$ cat config.mk
export PLATFORM = sky130hd
export DESIGN_NAME = stat_report_sequencer
export DESIGN_NICKNAME = d
export VERILOG_FILES = /design/src/rtl/report_pkg.sv /design/src/rtl/report_tick_div.sv /design/src/rtl/stat_report_sequencer.sv
export SDC_FILE = /design/constraint.sdc
export NUM_CORES = 1
export LEC_CHECK = 0
export ABC_AREA = 0
export CAP_MARGIN = 5
export CORE_MARGIN = 5
export CORE_UTILIZATION = 31
export CTS_CLUSTER_SIZE = 10
export DETAILED_ROUTE_END_ITERATION = 10
export PLACE_DENSITY = 0.58
export SYNTH_ARGS = -nofsm -noshare
export SYNTH_HDL_FRONTEND = slang
export SYNTH_SLANG_ARGS = --single-unit
$ cat constraint.sdc
create_clock -name clk -period 1.8 [get_ports clk]
set_clock_uncertainty 0.1 [all_clocks]
set_input_delay 0.36 -clock clk [delete_from_list [all_inputs] [get_ports clk]]
set_output_delay 0.36 -clock clk [all_outputs]
set_load 0.05 [all_outputs]
$ cat src/rtl/report_pkg.sv
// Shared constants and state encoding for the stat report sequencer.
// The frame is header, three packed stat pairs, status, then an XOR checksum.
package report_pkg;
    localparam int         FRAME_LEN      = 6;
    localparam logic [7:0] DEFAULT_HEADER = 8'hA5;

    localparam logic [2:0] IDX_HDR     = 3'd0;
    localparam logic [2:0] IDX_HUN_HAP = 3'd1;
    localparam logic [2:0] IDX_HEA_HYG = 3'd2;
    localparam logic [2:0] IDX_ENE_SOC = 3'd3;
    localparam logic [2:0] IDX_STATUS  = 3'd4;
    localparam logic [2:0] IDX_CSUM    = 3'd5;

    typedef enum logic {
        IDLE = 1'b0,
        SEND = 1'b1
    } state_t;
endpackage

$ cat src/rtl/report_tick_div.sv
// Divides the once-per-second pulse down to one auto-report trigger every
// TICKS_PER_REPORT pulses; the trigger is asserted in the cycle of the final pulse.
module report_tick_div #(
    parameter int TICKS_PER_REPORT = 1
) (
    input  logic clk,
    input  logic reset,
    input  logic second,
    output logic auto_trig
);
    localparam logic [7:0] LAST_TICK = 8'(TICKS_PER_REPORT - 1);

    logic [7:0] r_cnt;
    logic       w_wrap;

    assign w_wrap    = second && (r_cnt == LAST_TICK);
    assign auto_trig = w_wrap;

    always_ff @(posedge clk) begin
        if (reset) begin
            r_cnt <= '0;
        end else if (second) begin
            r_cnt <= w_wrap ? 8'd0 : r_cnt + 8'd1;
        end
    end
endmodule

$ cat src/rtl/stat_report_sequencer.sv
// Snapshots the pet stats on a periodic or manual trigger and streams a 6-byte
// frame to the UART; one trigger arriving mid-frame is queued, more are dropped.
module stat_report_sequencer
    import report_pkg::*;
#(
    parameter int         TICKS_PER_REPORT = 1,
    parameter logic [7:0] HEADER           = DEFAULT_HEADER
) (
    input  logic       clk,
    input  logic       reset,
    input  logic       second,
    input  logic       req,
    input  logic [3:0] hunger,
    input  logic [3:0] happiness,
    input  logic [3:0] health,
    input  logic [3:0] hygiene,
    input  logic [3:0] energy,
    input  logic [3:0] social,
    input  logic [7:0] status,
    input  logic       tx_ready,
    output logic [7:0] tx_data,
    output logic       tx_valid,
    output logic       busy,
    output logic [7:0] frame_count,
    output state_t     dbg_state
);
    // Handshake: a byte moves on any cycle with tx_valid & tx_ready; while
    // tx_valid is high and tx_ready low, tx_data holds. tx_ready alone does nothing.
    state_t     r_state, w_state;
    logic [2:0] r_idx, w_idx;
    logic [7:0] r_tx_data, w_tx_data;
    logic       r_tx_valid, w_tx_valid;
    logic       r_pending, w_pending;
    logic [7:0] r_csum, w_csum;
    logic [7:0] r_frame_count, w_frame_count;
    logic [7:0] r_b1, r_b2, r_b3, r_b4;
    logic [7:0] w_b1, w_b2, w_b3, w_b4;
    logic       w_auto_trig, w_trig, w_xfer, w_load;
    logic [2:0] w_next_idx;
    logic [7:0] w_next_byte;

    report_tick_div #(
        .TICKS_PER_REPORT(TICKS_PER_REPORT)
    ) u_tick_div (
        .clk      (clk),
        .reset    (reset),
        .second   (second),
        .auto_trig(w_auto_trig)
    );

    assign w_trig     = w_auto_trig | req;
    assign w_xfer     = r_tx_valid & tx_ready;
    assign w_next_idx = r_idx + 3'd1;

    // The checksum byte is the running XOR folded with the byte leaving now.
    always_comb begin
        w_next_byte = HEADER;
        case (w_next_idx)
            IDX_HUN_HAP: w_next_byte = r_b1;
            IDX_HEA_HYG: w_next_byte = r_b2;
            IDX_ENE_SOC: w_next_byte = r_b3;
            IDX_STATUS:  w_next_byte = r_b4;
            IDX_CSUM:    w_next_byte = r_csum ^ r_tx_data;
            default:     w_next_byte = HEADER;
        endcase
    end

    always_comb begin
        w_state       = r_state;
        w_idx         = r_idx;
        w_tx_data     = r_tx_data;
        w_tx_valid    = r_tx_valid;
        w_pending     = r_pending;
        w_csum        = r_csum;
        w_frame_count = r_frame_count;
        w_b1          = r_b1;
        w_b2          = r_b2;
        w_b3          = r_b3;
        w_b4          = r_b4;
        w_load        = 1'b0;

        case (r_state)
            IDLE: begin
                if (w_trig) begin
                    w_load  = 1'b1;
                    w_state = SEND;
                end
            end
            SEND: begin
                if (w_xfer && (r_idx == IDX_CSUM)) begin
                    w_frame_count = r_frame_count + 8'd1;
                    if (r_pending || w_trig) begin
                        w_load    = 1'b1;
                        w_pending = 1'b0;
                    end else begin
                        w_state    = IDLE;
                        w_tx_valid = 1'b0;
                        w_tx_data  = 8'd0;
                    end
                end else begin
                    if (w_xfer) begin
                        w_idx     = w_next_idx;
                        w_tx_data = w_next_byte;
                        w_csum    = r_csum ^ r_tx_data;
                    end
                    if (w_trig) begin
                        w_pending = 1'b1;
                    end
                end
            end
            default: ;
        endcase

        if (w_load) begin
            w_b1       = {hunger, happiness};
            w_b2       = {health, hygiene};
            w_b3       = {energy, social};
            w_b4       = status;
            w_idx      = IDX_HDR;
            w_tx_data  = HEADER;
            w_tx_valid = 1'b1;
            w_csum     = 8'd0;
        end
    end

    always_ff @(posedge clk) begin
        if (reset) begin
            r_state       <= IDLE;
            r_idx         <= IDX_HDR;
            r_tx_data     <= 8'd0;
            r_tx_valid    <= 1'b0;
            r_pending     <= 1'b0;
            r_csum        <= 8'd0;
            r_frame_count <= 8'd0;
            r_b1          <= 8'd0;
            r_b2          <= 8'd0;
            r_b3          <= 8'd0;
            r_b4          <= 8'd0;
        end else begin
            r_state       <= w_state;
            r_idx         <= w_idx;
            r_tx_data     <= w_tx_data;
            r_tx_valid    <= w_tx_valid;
            r_pending     <= w_pending;
            r_csum        <= w_csum;
            r_frame_count <= w_frame_count;
            r_b1          <= w_b1;
            r_b2          <= w_b2;
            r_b3          <= w_b3;
            r_b4          <= w_b4;
        end
    end

    assign tx_data     = r_tx_data;
    assign tx_valid    = r_tx_valid;
    assign busy        = (r_state == SEND);
    assign frame_count = r_frame_count;
    assign dbg_state   = r_state;
endmodule

[Word level (Yosys, flattened, before mapping)]
Cells that the tools add are included.
Operators by class
  add/sub/neg operators: 3
  $mul: 0
  div/mod/pow operators: 0
  order comparisons: 0
  eq/ne operators: 10
  shifts and indexed selects: 0
  muxes and demuxes: 20
  bitwise operators: 5
  reduce and logical (&&, ||, !) cells: 16
Operators by type and width (number)
  $mux 8: 6
  $pmux 8 s5: 1
  $add 8x1->8 const B: 2
  $reduce_and 3->1: 5
  $mux 1: 11
  $eq 3x3->1 const B: 3
  $logic_not 8->1: 1
  $reduce_bool 2->1: 4
  $xor 8x8->8: 1
  $eq 3x2->1 const B: 2
  $ne 2x2->1 const B: 2
  $pmux 1 s2: 2
  $add 3x1->3 const B: 1
  $eq 3x1->1 const B: 1
  $ne 3x3->1 const B: 1
  $reduce_bool 3->1: 1
  $logic_and 1x1->1: 2
  $ne 2x1->1 const B: 1
  $not 1->1: 2
  $reduce_and 2->1: 1
  $reduce_or 2->1: 1
  $and 1x1->1: 1
  $logic_or 1x1->1: 1
  $or 1x1->1: 1
Word-level totals
  flip-flop bits (word level): 70
  latch bits: 0
  memory bits (writable): 0
  bits in read-only memories: 0
  output and inout bits: 19
  memories: 0

[Logic depth before layout (Yosys ltp)]
Gate-level depths: netlist (run 1).
  depth in word-level cells: 9
  gate-level depth with buffers: 9

[By module]
Synthesis (run 1) repeated with hierarchy kept, for this count alone.
Second synthesis, totals
  cell total of the unflattened synthesis: 373
  area total of the unflattened synthesis: 3208.1 um^2
By module, submodules not included
  stat_report_sequencer: instances 1, cells an instance 328, area an instance 2797.7 um^2, sequential area each 1241.2 um^2
  report_tick_div: instances 1, cells an instance 45, area an instance 410.4 um^2, sequential area each 160.2 um^2

[Worst setup path before layout (run 1)]
No wires, ideal clock.
  path kind: register -> register
  from: register r_state (netlist: busy)
  to: register r_csum[2]
  arrival: 1.782 ns
  required time: 1.586 ns
  path slack: -0.196 ns
  cell stages (with the launch flop): 7
  clock period less this slack: 1.996 ns
  cell sequence: dfxtp_1 > nand3_1 > a21oi_1 > buf_2 > nand2_1 > xor2_1 > nor2_1
Between the ends
  longest elaborated chain between the ends: 3
  elaborated cells on any way between the ends: 4
Ends and longest elaborated chain
  from (decl): line stat_report_sequencer.sv:29  | state_t r_state, w_state;
  from (signal assigned): line stat_report_sequencer.sv:140  | r_state <= w_state;
  $not 1->1
  $pmux 1 s2: line stat_report_sequencer.sv:82  | case (r_state)
  $reduce_or 2->1 (no line)
  to (signal assigned): line stat_report_sequencer.sv:145  | r_csum <= w_csum;
  to (decl): line stat_report_sequencer.sv:34  | logic [7:0] r_csum, w_csum;
Several ways; a longest one is shown, not always the timed one.
A chain may end at the register's enable or synchronous reset.

[Worst setup path in the final report (run 1)]
  from: input second
  to: register r_b3[5]
Between the ends
  longest elaborated chain between the ends: 6
  elaborated cells on any way between the ends: 7
Ends and longest elaborated chain
  from (decl): line stat_report_sequencer.sv:11  | input logic second,
  $logic_and 1x1->1 *: line report_tick_div.sv:16  | assign w_wrap = second && (r_cnt == LAST_TICK);
  $or 1x1->1 *: line stat_report_sequencer.sv:51  | assign w_trig = w_auto_trig | req;
  $logic_or 1x1->1: line stat_report_sequencer.sv:92  | if (r_pending || w_trig) begin
  $mux 1: line stat_report_sequencer.sv:92
  $mux 1: line stat_report_sequencer.sv:90  | if (w_xfer && (r_idx == IDX_CSUM)) begin
  $pmux 1 s2 *: line stat_report_sequencer.sv:82
  to (signal assigned): line stat_report_sequencer.sv:149  | r_b3 <= w_b3;
  to (decl): line stat_report_sequencer.sv:36  | logic [7:0] r_b1, r_b2, r_b3, r_b4;
Every way passes the cells marked *; elsewhere a longest branch is shown, timed or not.

==> summary.txt, run 1 <==
Router iterations before antenna repair: 5
Maximum clock insertion buffer count: 2
Hold Path Depth: 2
Die width: 110 um
Via density: 4.91
Commonest non-fill, non-tap cells in the layout: dfxtp_1, nand2_1, buf_4, nor2_1, clkdlybuf4s50_1
Crit start category: input pin
Dpl hpwl: 5.72 mm
Commonest non-fill, non-tap cell in the layout: dfxtp_1
Leak: 0.00187 uW
Synth Area in XOR/XNOR: 9.23%
Crit-path max FO: 8
Crit path kind: in2reg
Worst min-delay path endpoint: r_b2[6]
Clock sink count: 70
DP Area: 0.00413 mm2
Util after Layout: 49.7%
All-Layer GR Usage: 14.3%
Max-slew violation count: 0
Worst Path Required: 1.98 ns
CTS H-Tree Depth: 3
Reg clk slew, reported paths: 0.07 ns
Worst Slack Setup Final: -0.0672 ns
End of the worst register-to-register path: r_b3[5]
Worst Path Arrival: 2.05 ns
Synth area leader: dfxtp_1
GR Overflow Total: 0
Final Cycle Share: 104%
Post-Syn Instances: 368
Antenna-violating nets left: 0
Post-DR wirelength/cell: 15.1 um
Final setup violation count: 31
Fin area: 0.00486 mm2
IO Port Bufs: 55
Clk Tree Root Cell: clkbuf_8
Via count of the routed design: 2,934
Fin. Hold Viols: 0
Final Critical Period: 1.87 ns
Sequential fraction of the synthesis area: 44.9%
DR iter-0 viols: 132
Largest family of logic cells by synthesized area: simple AND/OR/NAND/NOR gates
Max VDD drop: 0.430 mV
Synth top area cells: dfxtp_1, nand2_1, xor2_1
Top FF cell, synth: dfxtp_1
Max cap viols: 0
Max_slew headroom: 67.4%
R2R Setup Slk: -0.06 ns
Slew @ Worst Pin: 0.490 ns
First-pass GRT wire length: 13.6 mm
Post-Synth Simple-Gate Area: 20.1%
Core Rows: 36
Synth Warn #: 0
Synth Area in Adders: 3.61%
Final Power: 3530 uW
Die footprint: 0.0122 mm2
Syn Area/Cell: 8.47 um2
GPL Wtd Cong: 0.808
WL final: 9.01 mm
Pwr/cell area: 726 mW/mm2
Post-synth EDFFs: 0
Synth-to-layout area growth: 55.9%
Initial antenna violation count: 0
Ant diodes: 0
Post-layout net count: 505
Worst skew pair latency: 0.34 ns
Post-synth ARST share: 0%
CTS Buf Count: 9
Status: finished with violations
Syn nets: 414
DRC errors left: 0
Hold Crit Class: reg2reg
Synthesized area: 0.00312 mm2
Finished Layout Cells: 597
# placed instances: 568
Compound-Gate Fraction of Synth Area: 17.4%
Initial Util: 31.9%
CTS tree: yes
Mux contribution to synthesized area: 0.361%
Vias in the first global route: 2,853
Share of layout cells above drive strength 1: 36.9%
Die height: 110 um
Failing checks: negative setup slack
Largest net degree at the start of global routing: 34
Worst flop-to-flop path startpoint: r_idx[1]
Worst Setup End Kind: flop
Post-synth top area share: 44.9%
Top-Level Pins: 56
Area of the core: 0.00977 mm2
Synth cell types: 38
Worst-case reg-to-reg path depth: 10
Max Clock Freq: 0.536 GHz
Min-delay src: r_b2[6]
RSZ-0062 raised after global routing: true
FF+latch count, synth: 70
## sequential cells by signal, summed over array words and instances, names as in the netlist
name and flops:
r_b3 8, u_tick_div.r_cnt 8, r_pending 1, busy 1, frame_count 8, r_b4 8
r_csum 8, r_b2 8, r_b1 8, tx_data 8, r_idx 3, tx_valid 1
## metrics by stage
step                TNS [ns]  setup WS (ns)  hold slack (ns)
detailed placement    -15.50         -0.347            0.350
finish                -0.749        -0.0672            0.360
CTS                        0        0.00180            0.360
global route           -4.21         -0.143            0.384
floorplan                  0        0.00859            0.336
global placement      -13.29         -0.282            0.345
## synth_stat cells (2+ instances only)
cell type,count
a21oi_1,45
inv_1,6
nor3_1,3
a22oi_1,4
buf_4,6
clkbuf_1,7
nand2_1,84
nand4_1,5
buf_2,3
buf_1,4
o21ai_0,8
and3_1,2
nor2_1,37
dfxtp_1,70
ha_1,9
nor4b_4,2
a21oi_2,2
xnor2_1,4
nand3_1,5
a211oi_1,4
xor2_1,27
a222oi_1,8
a221oi_1,8
## area by class of cell
type                       count  area (um2)
timing repair buffer         101        1140
clock buffer                  10         128
multi-input combinational    271        1950
sequential                    70        1410
clock inverter                 6        38.8
tap                          133         166
fill                         912        4910
inverter                       6        25.0
## worst max-delay path by stage
| stage | startpoint | endpoint | slack (ns) |
|---|---|---|---|
| 5_1_grt | r_idx[1] | r_b1[1] | -0.14 |
| 3_5_place_dp | second | tx_data[3] | -0.35 |
| 4_1_cts | u_tick_div.r_cnt[0] | tx_data[0] | 0.002 |
| 6_report | second | r_b3[5] | -0.07 |
| 3_3_place_gp | second | tx_data[3] | -0.28 |
| 2_1_floorplan | r_idx[1] | tx_data[3] | 0.009 |
## what timing repair did
item                       CTS  global route
gates cloned                 1             3
hold buffers                 0             0
setup endpoints to repair   45            57
resized for setup           18            91
pin swaps                    6            26
buffers inserted             3             6
## power by group
group          switching, uW  internal (uW)
registers               60.0           1620
logic                    378            376
clock network            597            495
## cells by family after synthesis
kind of cell,Yosys count
mux,1
simple gates,144
fa+ha+maj,9
buf+inv,27
xor+xnor,32
flops,70
compound gates,85
## routing by layer
layer	wire length, um	up-vias	track usage, %
met5	0	-	0
met4	130	0	2.81
met3	490	12	4.48
met2	4370	79	24.2
li1	-	1450	-
met1	4020	1393	18.0
## worst max-delay path, stage by stage
cell	delay, ns
clkdlybuf4s50_1	0.50
nor4b_4	0.34
a21oi_4	0.14
a21oi_4	0.18
buf_12	0.15
clkbuf_16	0.17
nand2_2	0.07
a21oi_2	0.12
No activity file was read; power rests on OpenSTA's default activity.
==> inputs of run 2 (changes only) <==
--- a/config.mk
+++ b/config.mk
@@ -15,3 +15,4 @@
 export SYNTH_ARGS = -nofsm -noshare
 export SYNTH_HDL_FRONTEND = slang
 export SYNTH_SLANG_ARGS = --single-unit
+export TNS_END_PERCENT = 1
==> summary.txt, run 2 (same netlist as run 1, synthesis figures left out) <==
Combinational power share: 19.7% (was 21.4%)
Core Rows: 36 (unchanged)
Via count of the routed design: 2,940 (was 2,934)
CP endpoint: r_b3[1] (was r_b3[5])
Pint: 2800 uW (was 2500 uW)
Clock sink count: 70 (unchanged)
Worst flop-to-flop path startpoint: r_idx[1] (unchanged)
Largest net degree at the start of global routing: 34 (unchanged)
CTS Buf Count: 9 (unchanged)
Register area: 0.00141 mm2 (unchanged)
CTS tree: yes (unchanged)
Max-slew violation count: 0 (unchanged)
End of the worst register-to-register path: r_b3[1] (was r_b3[5])
Commonest non-fill, non-tap cell in the layout: nand2_1 (was dfxtp_1)
Sum Neg Setup Slack: -2.57 ns (was -0.749 ns)
Max VDD drop: 0.474 mV (was 0.430 mV)
Die width: 110 um (unchanged)
Worst skew pair latency: 0.34 ns (about the same)
IO Port Bufs: 55 (unchanged)
Top-Level Pins: 56 (unchanged)
Initial antenna violation count: 0 (unchanged)
Leak: 0.00192 uW (was 0.00187 uW)
Post-place setup slack: -0.349 ns (was -0.347 ns)
Switch Pwr: 1040 uW (was 1030 uW)
M1 wire length: 4.02 mm (about the same)
Antenna-violating nets left: 0 (unchanged)
DRC errors left: 0 (unchanged)
Final Cycle Share: 105% (was 104%)
Vias in the first global route: 2,954 (was 2,853)
Crit-path max FO: 8 (unchanged)
Router iterations before antenna repair: 6 (was 5)
Share of layout cells above drive strength 1: 29.4% (was 36.9%)
Worst Path Required: 1.93 ns (was 1.98 ns)
Commonest non-fill, non-tap cells in the layout: nand2_1, dfxtp_1, a21oi_1, buf_4 (was dfxtp_1, nand2_1, buf_4, nor2_1, clkdlybuf4s50_1)
Post-DR wirelength/cell: 15.0 um (was 15.1 um)
Max Clock Freq: 0.531 GHz (was 0.536 GHz)
Ant diodes: 0 (unchanged)
R2R Setup Slk: -0.08 ns (was -0.06 ns)
Fill count: 959 (was 912)
Final Critical Period: 1.88 ns (was 1.87 ns)
All-Layer GR Usage: 15.2% (was 14.3%)
Flop pwr share: 43.6% (was 47.7%)
Status: finished with violations (unchanged)
Failing checks: negative setup slack (unchanged)
Reg clk slew, reported paths: 0.08 ns (was 0.07 ns)
RSZ-0062 raised after global routing: true (unchanged)
Max_slew headroom: 66.3% (was 67.4%)
Maximum clock insertion buffer count: 2 (unchanged)
Routed wl met2: 4.38 mm (was 4.37 mm)
Clk pwr share: 36.7% (was 30.9%)
Slew @ Worst Pin: 0.506 ns (was 0.490 ns)
Critical path origin: r_idx[1] (was second)
Max cap viols: 0 (unchanged)
Crit path kind: reg2reg (was in2reg)
Worst Path Arrival: 2.01 ns (was 2.05 ns)
Post-layout net count: 511 (was 505)
Pwr/cell area: 798 mW/mm2 (was 726 mW/mm2)
Net Sw Frac: 27.1% (was 29.3%)
WL final: 9.06 mm (was 9.01 mm)
Fin. Hold Viols: 0 (unchanged)
CTS H-Tree Depth: 3 (unchanged)
First-pass GRT wire length: 14.4 mm (was 13.6 mm)
Hold Crit Class: reg2reg (unchanged)
Worst Setup End Kind: flop (unchanged)
Final setup violation count: 49 (was 31)
Worst Slack Setup Final: -0.0828 ns (was -0.0672 ns)
Clk Tree Root Cell: clkbuf_8 (unchanged)
Area occupied by multi-input gates: 0.00177 mm2 (was 0.00195 mm2)
GR Overflow Total: 0 (unchanged)
Worst-case reg-to-reg path depth: 10 (unchanged)
Die footprint: 0.0122 mm2 (unchanged)
Initial Util: 31.9% (unchanged)
Dpl hpwl: 5.78 mm (was 5.72 mm)
Crit start category: flop (was input pin)
Final Power: 3850 uW (was 3530 uW)
Die height: 110 um (unchanged)
DR WL met3: 584 um (was 490 um)
GPL Wtd Cong: 0.804 (was 0.808)
DR iter-0 viols: 145 (was 132)
Via density: 4.88 (was 4.91)
Util after Layout: 49.3% (was 49.7%)
Synth-to-layout area growth: 54.7% (was 55.9%)
Top Metal Used: met4 (unchanged)
Area of the core: 0.00977 mm2 (unchanged)
## run 2: how the worst min path moves through the flow
stage | start | endpoint | slack [ns] | depth (start not counted)
after CTS | r_b2[5] | r_b2[5] | 0.36 | 2
after global routing | r_b3[4] | r_b3[4] | 0.38 | 2
final | r_b2[7] | r_b2[7] | 0.36 | 2
after detailed placement | r_b3[4] | r_b3[4] | 0.35 | 2
after floorplan | r_b3[0] | r_b3[0] | 0.34 | 2
after global placement | r_b2[5] | r_b2[5] | 0.35 | 2
## run 2: layout make-up
cell class	count	share of cell area (%)
well taps	133	3.45
clock inverters	7	2.02
repair buffers	107	25.4
inverters	6	0.519
multi-input cells	271	36.8
flip-flops and latches	70	29.2
clock buffers	9	2.57
## run 2: through the flow
| stage | cells | hold WS (ns) | instance area (um2) |
|---|---|---|---|
| 4_1_cts | 599 | 0.361 | 4640 |
| 3_3_place_gp | 569 | 0.346 | 4130 |
| 6_report | 603 | 0.357 | 4820 |
| 2_1_floorplan | 368 | 0.336 | 3120 |
| 5_1_grt | 603 | 0.376 | 4820 |
| 3_5_place_dp | 569 | 0.349 | 4130 |
## run 2: worst max-delay path, cell delays in order, from the launching register on
cell and delay (ns):
dfxtp_2 0.34, inv_4 0.07, buf_6 0.11, ha_4 0.14
nand4_1 0.12, and2_4 0.22, buf_6 0.12, a21o_4 0.24
clkbuf_16 0.19, nand2_2 0.07, a21oi_1 0.06
## run 2: power groups by stage
stage | combinational, uW | sequential, uW | clock (uW)
final | 756 | 1680 | 1410
after global routing | 810 | 1690 | 1530
after CTS | 689 | 1670 | 1450
after detailed placement | 572 | 1710 | 0
after global placement | 567 | 1700 | 0
after floorplan | 249 | 1750 | 0
## run 2: layer usage
| layer | track usage [%] | vias up |
|---|---|---|
| met5 | 0 | - |
| met2 | 26.1 | 68 |
| met1 | 18.8 | 1401 |
| li1 | - | 1462 |
| met3 | 4.48 | 9 |
| met4 | 3.25 | 0 |
## run 2: timing repair
| item | CTS | global route |
|---|---|---|
| endpoints found under the setup margin | 41 | 53 |
| resized for setup | 34 | 32 |
| hold endpoints to repair | 0 | 0 |
| setup buffers | 11 | 1 |
| pin swaps | 8 | 13 |
| cloned | 4 | 4 |
| hold buffers | 0 | 0 |
==> inputs of run 3 (changes only) <==
--- a/config.mk
+++ b/config.mk
@@ -12,6 +12,8 @@
 export CTS_CLUSTER_SIZE = 10
 export DETAILED_ROUTE_END_ITERATION = 10
 export PLACE_DENSITY = 0.58
+export SKIP_LAST_GASP = 1
+export SLEW_MARGIN = 20
 export SYNTH_ARGS = -nofsm -noshare
 export SYNTH_HDL_FRONTEND = slang
 export SYNTH_SLANG_ARGS = --single-unit
==> summary.txt, run 3 (same netlist as run 1, synthesis figures left out) <==
Status: finished with violations (unchanged)
Failing checks: negative setup slack (unchanged)
Worst Slack Setup Final: -0.116 ns (was -0.0828 ns)
Crit-path max FO: 8 (unchanged)
Post-DR wirelength/cell: 15.1 um (was 15.0 um)
Final Power: 3840 uW (was 3850 uW)
Commonest non-fill, non-tap cells in the layout: nand2_1, dfxtp_1, a21oi_1, buf_4, nor2_1 (was nand2_1, dfxtp_1, a21oi_1, buf_4)
Max-slew violation count: 0 (unchanged)
Initial antenna violation count: 0 (unchanged)
Via count of the routed design: 2,938 (was 2,940)
Die height: 110 um (unchanged)
Fill count: 969 (was 959)
Slew @ Worst Pin: 0.489 ns (was 0.506 ns)
Maximum clock insertion buffer count: 2 (unchanged)
Max_slew headroom: 67.4% (was 66.3%)
Worst Path Arrival: 2.04 ns (was 2.01 ns)
Vias in the first global route: 2,934 (was 2,954)
Worst-case reg-to-reg path depth: 10 (unchanged)
Max cap viols: 0 (unchanged)
Pint: 2800 uW (about the same)
Clock sink count: 70 (unchanged)
Pwr/cell area: 805 mW/mm2 (was 798 mW/mm2)
CTS Hold Buffers Added: 0 (unchanged)
Area of the core: 0.00977 mm2 (unchanged)
Crit path kind: reg2reg (unchanged)
DR iter-0 viols: 127 (was 145)
CTS tree: yes (unchanged)
WL final: 9.11 mm (was 9.06 mm)
Most used cell, CP: buf_6 (unchanged)
Worst Setup End Kind: flop (unchanged)
Reg clk slew, reported paths: 0.08 ns (about the same)
Util after Layout: 48.8% (was 49.3%)
Clk Tree Root Cell: clkbuf_8 (unchanged)
Worst skew pair latency: 0.35 ns (was 0.34 ns)
RSZ-0062 raised after global routing: true (unchanged)
Die footprint: 0.0122 mm2 (unchanged)
IO Port Bufs: 55 (unchanged)
Max VDD drop: 0.474 mV (about the same)
CTS Buf Count: 9 (unchanged)
Net Sw Frac: 27.1% (about the same)
Clk pwr share: 36.9% (was 36.7%)
Initial Util: 31.9% (unchanged)
# placed instances: 569 (unchanged)
Switch Pwr: 1040 uW (about the same)
Post-layout net count: 512 (was 511)
Leak: 0.00190 uW (was 0.00192 uW)
Final Critical Period: 1.92 ns (was 1.88 ns)
Top-Level Pins: 56 (unchanged)
Final setup violation count: 48 (was 49)
Flop pwr share: 43.7% (was 43.6%)
Crit start category: flop (unchanged)
GPL Wtd Cong: 0.804 (unchanged)
CP Cell Sequence: inv_2 -> buf_6 -> ha_4 -> nand4_1 -> and2_4 -> buf_6 -> a21o_4 -> clkbuf_16 -> nand2_2 -> a21oi_2 (was inv_4 -> buf_6 -> ha_4 -> nand4_1 -> and2_4 -> buf_6 -> a21o_4 -> clkbuf_16 -> nand2_2 -> a21oi_1)
Finished Layout Cells: 604 (was 603)
Hold Path Depth: 2 (unchanged)
CTS H-Tree Depth: 3 (unchanged)
Max Clock Freq: 0.522 GHz (was 0.531 GHz)
Fin. Hold Viols: 0 (unchanged)
Antenna-violating nets left: 0 (unchanged)
Die width: 110 um (unchanged)
Via density: 4.86 (was 4.88)
Dpl hpwl: 5.78 mm (unchanged)
All-Layer GR Usage: 15.2% (about the same)
Router iterations before antenna repair: 5 (was 6)
Combinational power share: 19.4% (was 19.7%)
Sum Neg Setup Slack: -3.73 ns (was -2.57 ns)
Largest net degree at the start of global routing: 34 (unchanged)
Final Cycle Share: 106% (was 105%)
Slowest stage delay, CP: 0.33 ns (was 0.34 ns)
Share of layout cells above drive strength 1: 27.0% (was 29.4%)
Synth-to-layout area growth: 53.0% (was 54.7%)
Commonest non-fill, non-tap cell in the layout: nand2_1 (unchanged)
Hold Crit Class: reg2reg (unchanged)
CP max-delay cell: dfxtp_2 (unchanged)
Ant diodes: 0 (unchanged)
Core Rows: 36 (unchanged)
Worst Path Required: 1.93 ns (about the same)
First-pass GRT wire length: 14.4 mm (about the same)
DRC errors left: 0 (unchanged)
GR Overflow Total: 0 (unchanged)
Post-place setup slack: -0.349 ns (unchanged)
-- run 3: cell types whose count changed in the layout (fill, tap and decap cells not counted), sizes merged --
cell,previous run,this run
buf,68,69
-- run 3: repair_timing --
action                     4_1_cts  5_1_grt
gates cloned                     4        4
setup endpoints to repair       41       54
setup buffers                   11        2
pin swaps                        8        6
resized for setup               29       22
-- run 3: per-stage QoR --
step                instance area [um2]  hold slack, ns
global placement                   4130           0.346
global route                       4770           0.376
detailed placement                 4130           0.349
CTS                                4620           0.361
floorplan                          3120           0.336
finish                             4770           0.360
-- run 3: layout make-up --
cell class                      instances  area [um2]  share of cell area [%]
Clock inverter                          7        97.6                    2.05
Multi-Input combinational cell        271        1720                    36.1
Tap cell                              133         166                    3.49
Inverter                                6        22.5                   0.472
Clock buffer                            9         124                    2.60
Timing Repair Buffer                  108        1230                    25.8
Sequential cell                        70        1410                    29.5
-- run 3: worst paths after layout --
kind         slack (ns)      from      end
max               -0.12  r_idx[1]  r_b4[2]
min                0.36   r_b2[7]  r_b2[7]
max reg2reg       -0.12  r_idx[1]  r_b4[2]
min reg2reg        0.36   r_b2[7]  r_b2[7]
-- run 3: critical path: cells and delay by family, from the launching register on --
family	cells	cell delay, ns
adder cells (fa/ha/maj)	1	0.14
flip-flops	1	0.33
AO/OA/AOI/OAI	2	0.29
AND/OR/NAND/NOR	3	0.43
buffers and inverters	4	0.51
-- run 3: routing by layer --
| layer | global-route usage, % | vias to the layer above | wire, um |
|---|---|---|---|
| li1 | - | 1466 | - |
| met1 | 19.0 | 1388 | 3960 |
| met2 | 25.8 | 72 | 4430 |
| met3 | 4.48 | 12 | 611 |
| met4 | 3.25 | 0 | 104 |
| met5 | 0 | - | 0 |
-- run 3: power groups by stage --
| stage | sequential (uW) | combinational, uW | clock (uW) |
|---|---|---|---|
| after floorplan | 1750 | 249 | 0 |
| after global routing | 1690 | 799 | 1530 |
| after detailed placement | 1710 | 572 | 0 |
| after global placement | 1700 | 567 | 0 |
| after CTS | 1670 | 687 | 1450 |
| final | 1680 | 745 | 1420 |
==> variant: new RTL, flow settings as in run 3 <==
Put one more register stage on the output `dbg_state`, without a reset. The value now appears one clock later. The other outputs are not delayed to match.
--- a/src/rtl/stat_report_sequencer.sv
+++ b/src/rtl/stat_report_sequencer.sv
@@ -155,6 +155,8 @@
     assign tx_valid    = r_tx_valid;
     assign busy        = (r_state == SEND);
     assign frame_count = r_frame_count;
-    assign dbg_state   = r_state;
+    always_ff @(posedge clk) begin
+        dbg_state <= r_state;
+    end
 endmodule
 
Formal check against the unedited RTL: not equivalent (a bounded check fails within 4 cycles, from zero or initial values and one cycle with reset high).
==> variant against run 3 <==
Count of clock-buffer cells in the layout is 2 higher. Sequential cell count rose by 1. Cell area decreased by 2.4%. Area after synthesis is 0.40% higher. Setup slack better by 0.026 ns. The run still ends with negative setup slack left. Total power decreased by 3.6%. Critical path type unchanged. Utilization shrank 1.4 points. Wire length shrank 5.7%. Largest power group unchanged. Combinational power is 8.7% lower. Global-route usage shrank 1.4 points.
==> variant: results (changes against run 3) <==
Setup TNS -2.37 ns (+1.37 ns); final net count 506 (-1.2%); setup ws final -0.0900 ns (+0.0265 ns); Gate power share 18.4% (-1.0 points); first-pass GRT wire length 13900 um (-3.4%); worst hold endpoint r_b1[6]$_SDFFE_PP0P_; post-place setup slack -0.330 ns (+0.0198 ns); DR vias 2865 (-2.5%); reg2reg start u_tick_div.r_cnt[0]$_SDFFE_PP0P_; vias in the first global route 2957 (+0.78%); Synth area leaders dfxtp_1, nand2_1, xor2_1, a21oi_1, nor2_1; leakage 0.00186 uW (-2.3%); layout cells sized above 1 25.4% (-1.6 points); total track usage 13.8% (-1.4 points); setup violators final 49 (+2.1%); VDD IR max 0.390 mV (-18%); Synth top cells by count nand2_1, dfxtp_1, a21oi_1; status complete, but fails checks; largest net degree at the start of global routing 33 (-2.9%); sequential-to-total area share from yosys stat 45.4% (+0.46 points); post-DP HPWL 5760 um (-0.37%); Async SR Flop Fraction 0% (unchanged); worst-case hold slack 0.361 ns (+0.00125 ns); gpl congestion 0.808 (+0.50%); final wirelength 8580 um (-5.7%); fillers 973 (+0.41%); clock power share 35.6% (-1.3 points); failing checks negative setup slack; CP Class flip-flop to flip-flop; Slew headroom 68.0% (+0.62 points); clk_lat worst skew 0.35 ns (about the same); Seq power 1700 uW; Worst EP arrival 2.08 ns (+0.04 ns); Setup crit end r_b4[3]$_SDFFE_PP0P_; cells on worst reg2reg path 8 (-2); P_int 2710 uW (-3.2%); Hold Path Origin r_b1[6]$_SDFFE_PP0P_; Iteration-0 DRC Markers 108 (-15%)
[variant: cell count changes after synthesis, sizes merged]
cell   before  now
dfxtp      70   71
buf        14   13
[variant: metrics by stage]
step                cells  area, um2  utilization [%]
floorplan             368       3130                -
global placement      570       4170             42.4
detailed placement    570       4170             42.4
CTS                   589       4450             45.3
global route          598       4660             47.4
finish                598       4660             47.4
[variant: what timing repair did]
item / 4_1_cts / 5_1_grt
resized for setup: 13 / 29
pin swaps: 2 / 6
buffers inserted: 1 / 6
gates cloned: 2 / 3
setup endpoints to repair: 41 / 58
[variant: routing by layer]
layer / vias to the layer above / wire length [um] / GRT usage [%] / share of wire [%]
met5: - / 0 / 0 / 0
met4: 0 / 81 / 4.93 / 0.94
met3: 7 / 458 / 3.88 / 5.3
met2: 65 / 4140 / 22.5 / 48
met1: 1347 / 3910 / 17.3 / 45
li1: 1446 / - / - / -
[variant: area by class of cell]
type,count,area [um2],area share [%]
Multi-Input combinational cell,271,1710,36.8
Sequential cell,71,1430,30.6
Tap cell,133,166,3.57
Timing Repair Buffer,101,1120,24.1
Inverter,6,22.5,0.484
Clock buffer,11,151,3.25
Clock inverter,5,56.3,1.21
[variant: cell families (layout without fill, tap and decap cells)]
kind of cell             Yosys count  count (layout)  synth area share (%)
AO/OA/AOI/OAI                     85              85                  17.3
XOR/XNOR                          32              32                  9.19
adder cells (fa/ha/maj)            9               9                  3.60
buffers and inverters             26             123                  4.08
flip-flops                        71              71                  45.4
multiplexers                       1               1                 0.360
AND/OR/NAND/NOR                  144             144                  20.1
[variant: critical path, cell delays in order (launching register included)]
cell and delay [ns]:
dfxtp_2 0.33, inv_2 0.08, ha_4 0.13, nor4b_4 0.31, a21oi_4 0.12, a21oi_4 0.34
clkbuf_16 0.24, nand2_1 0.07, a21oi_2 0.11
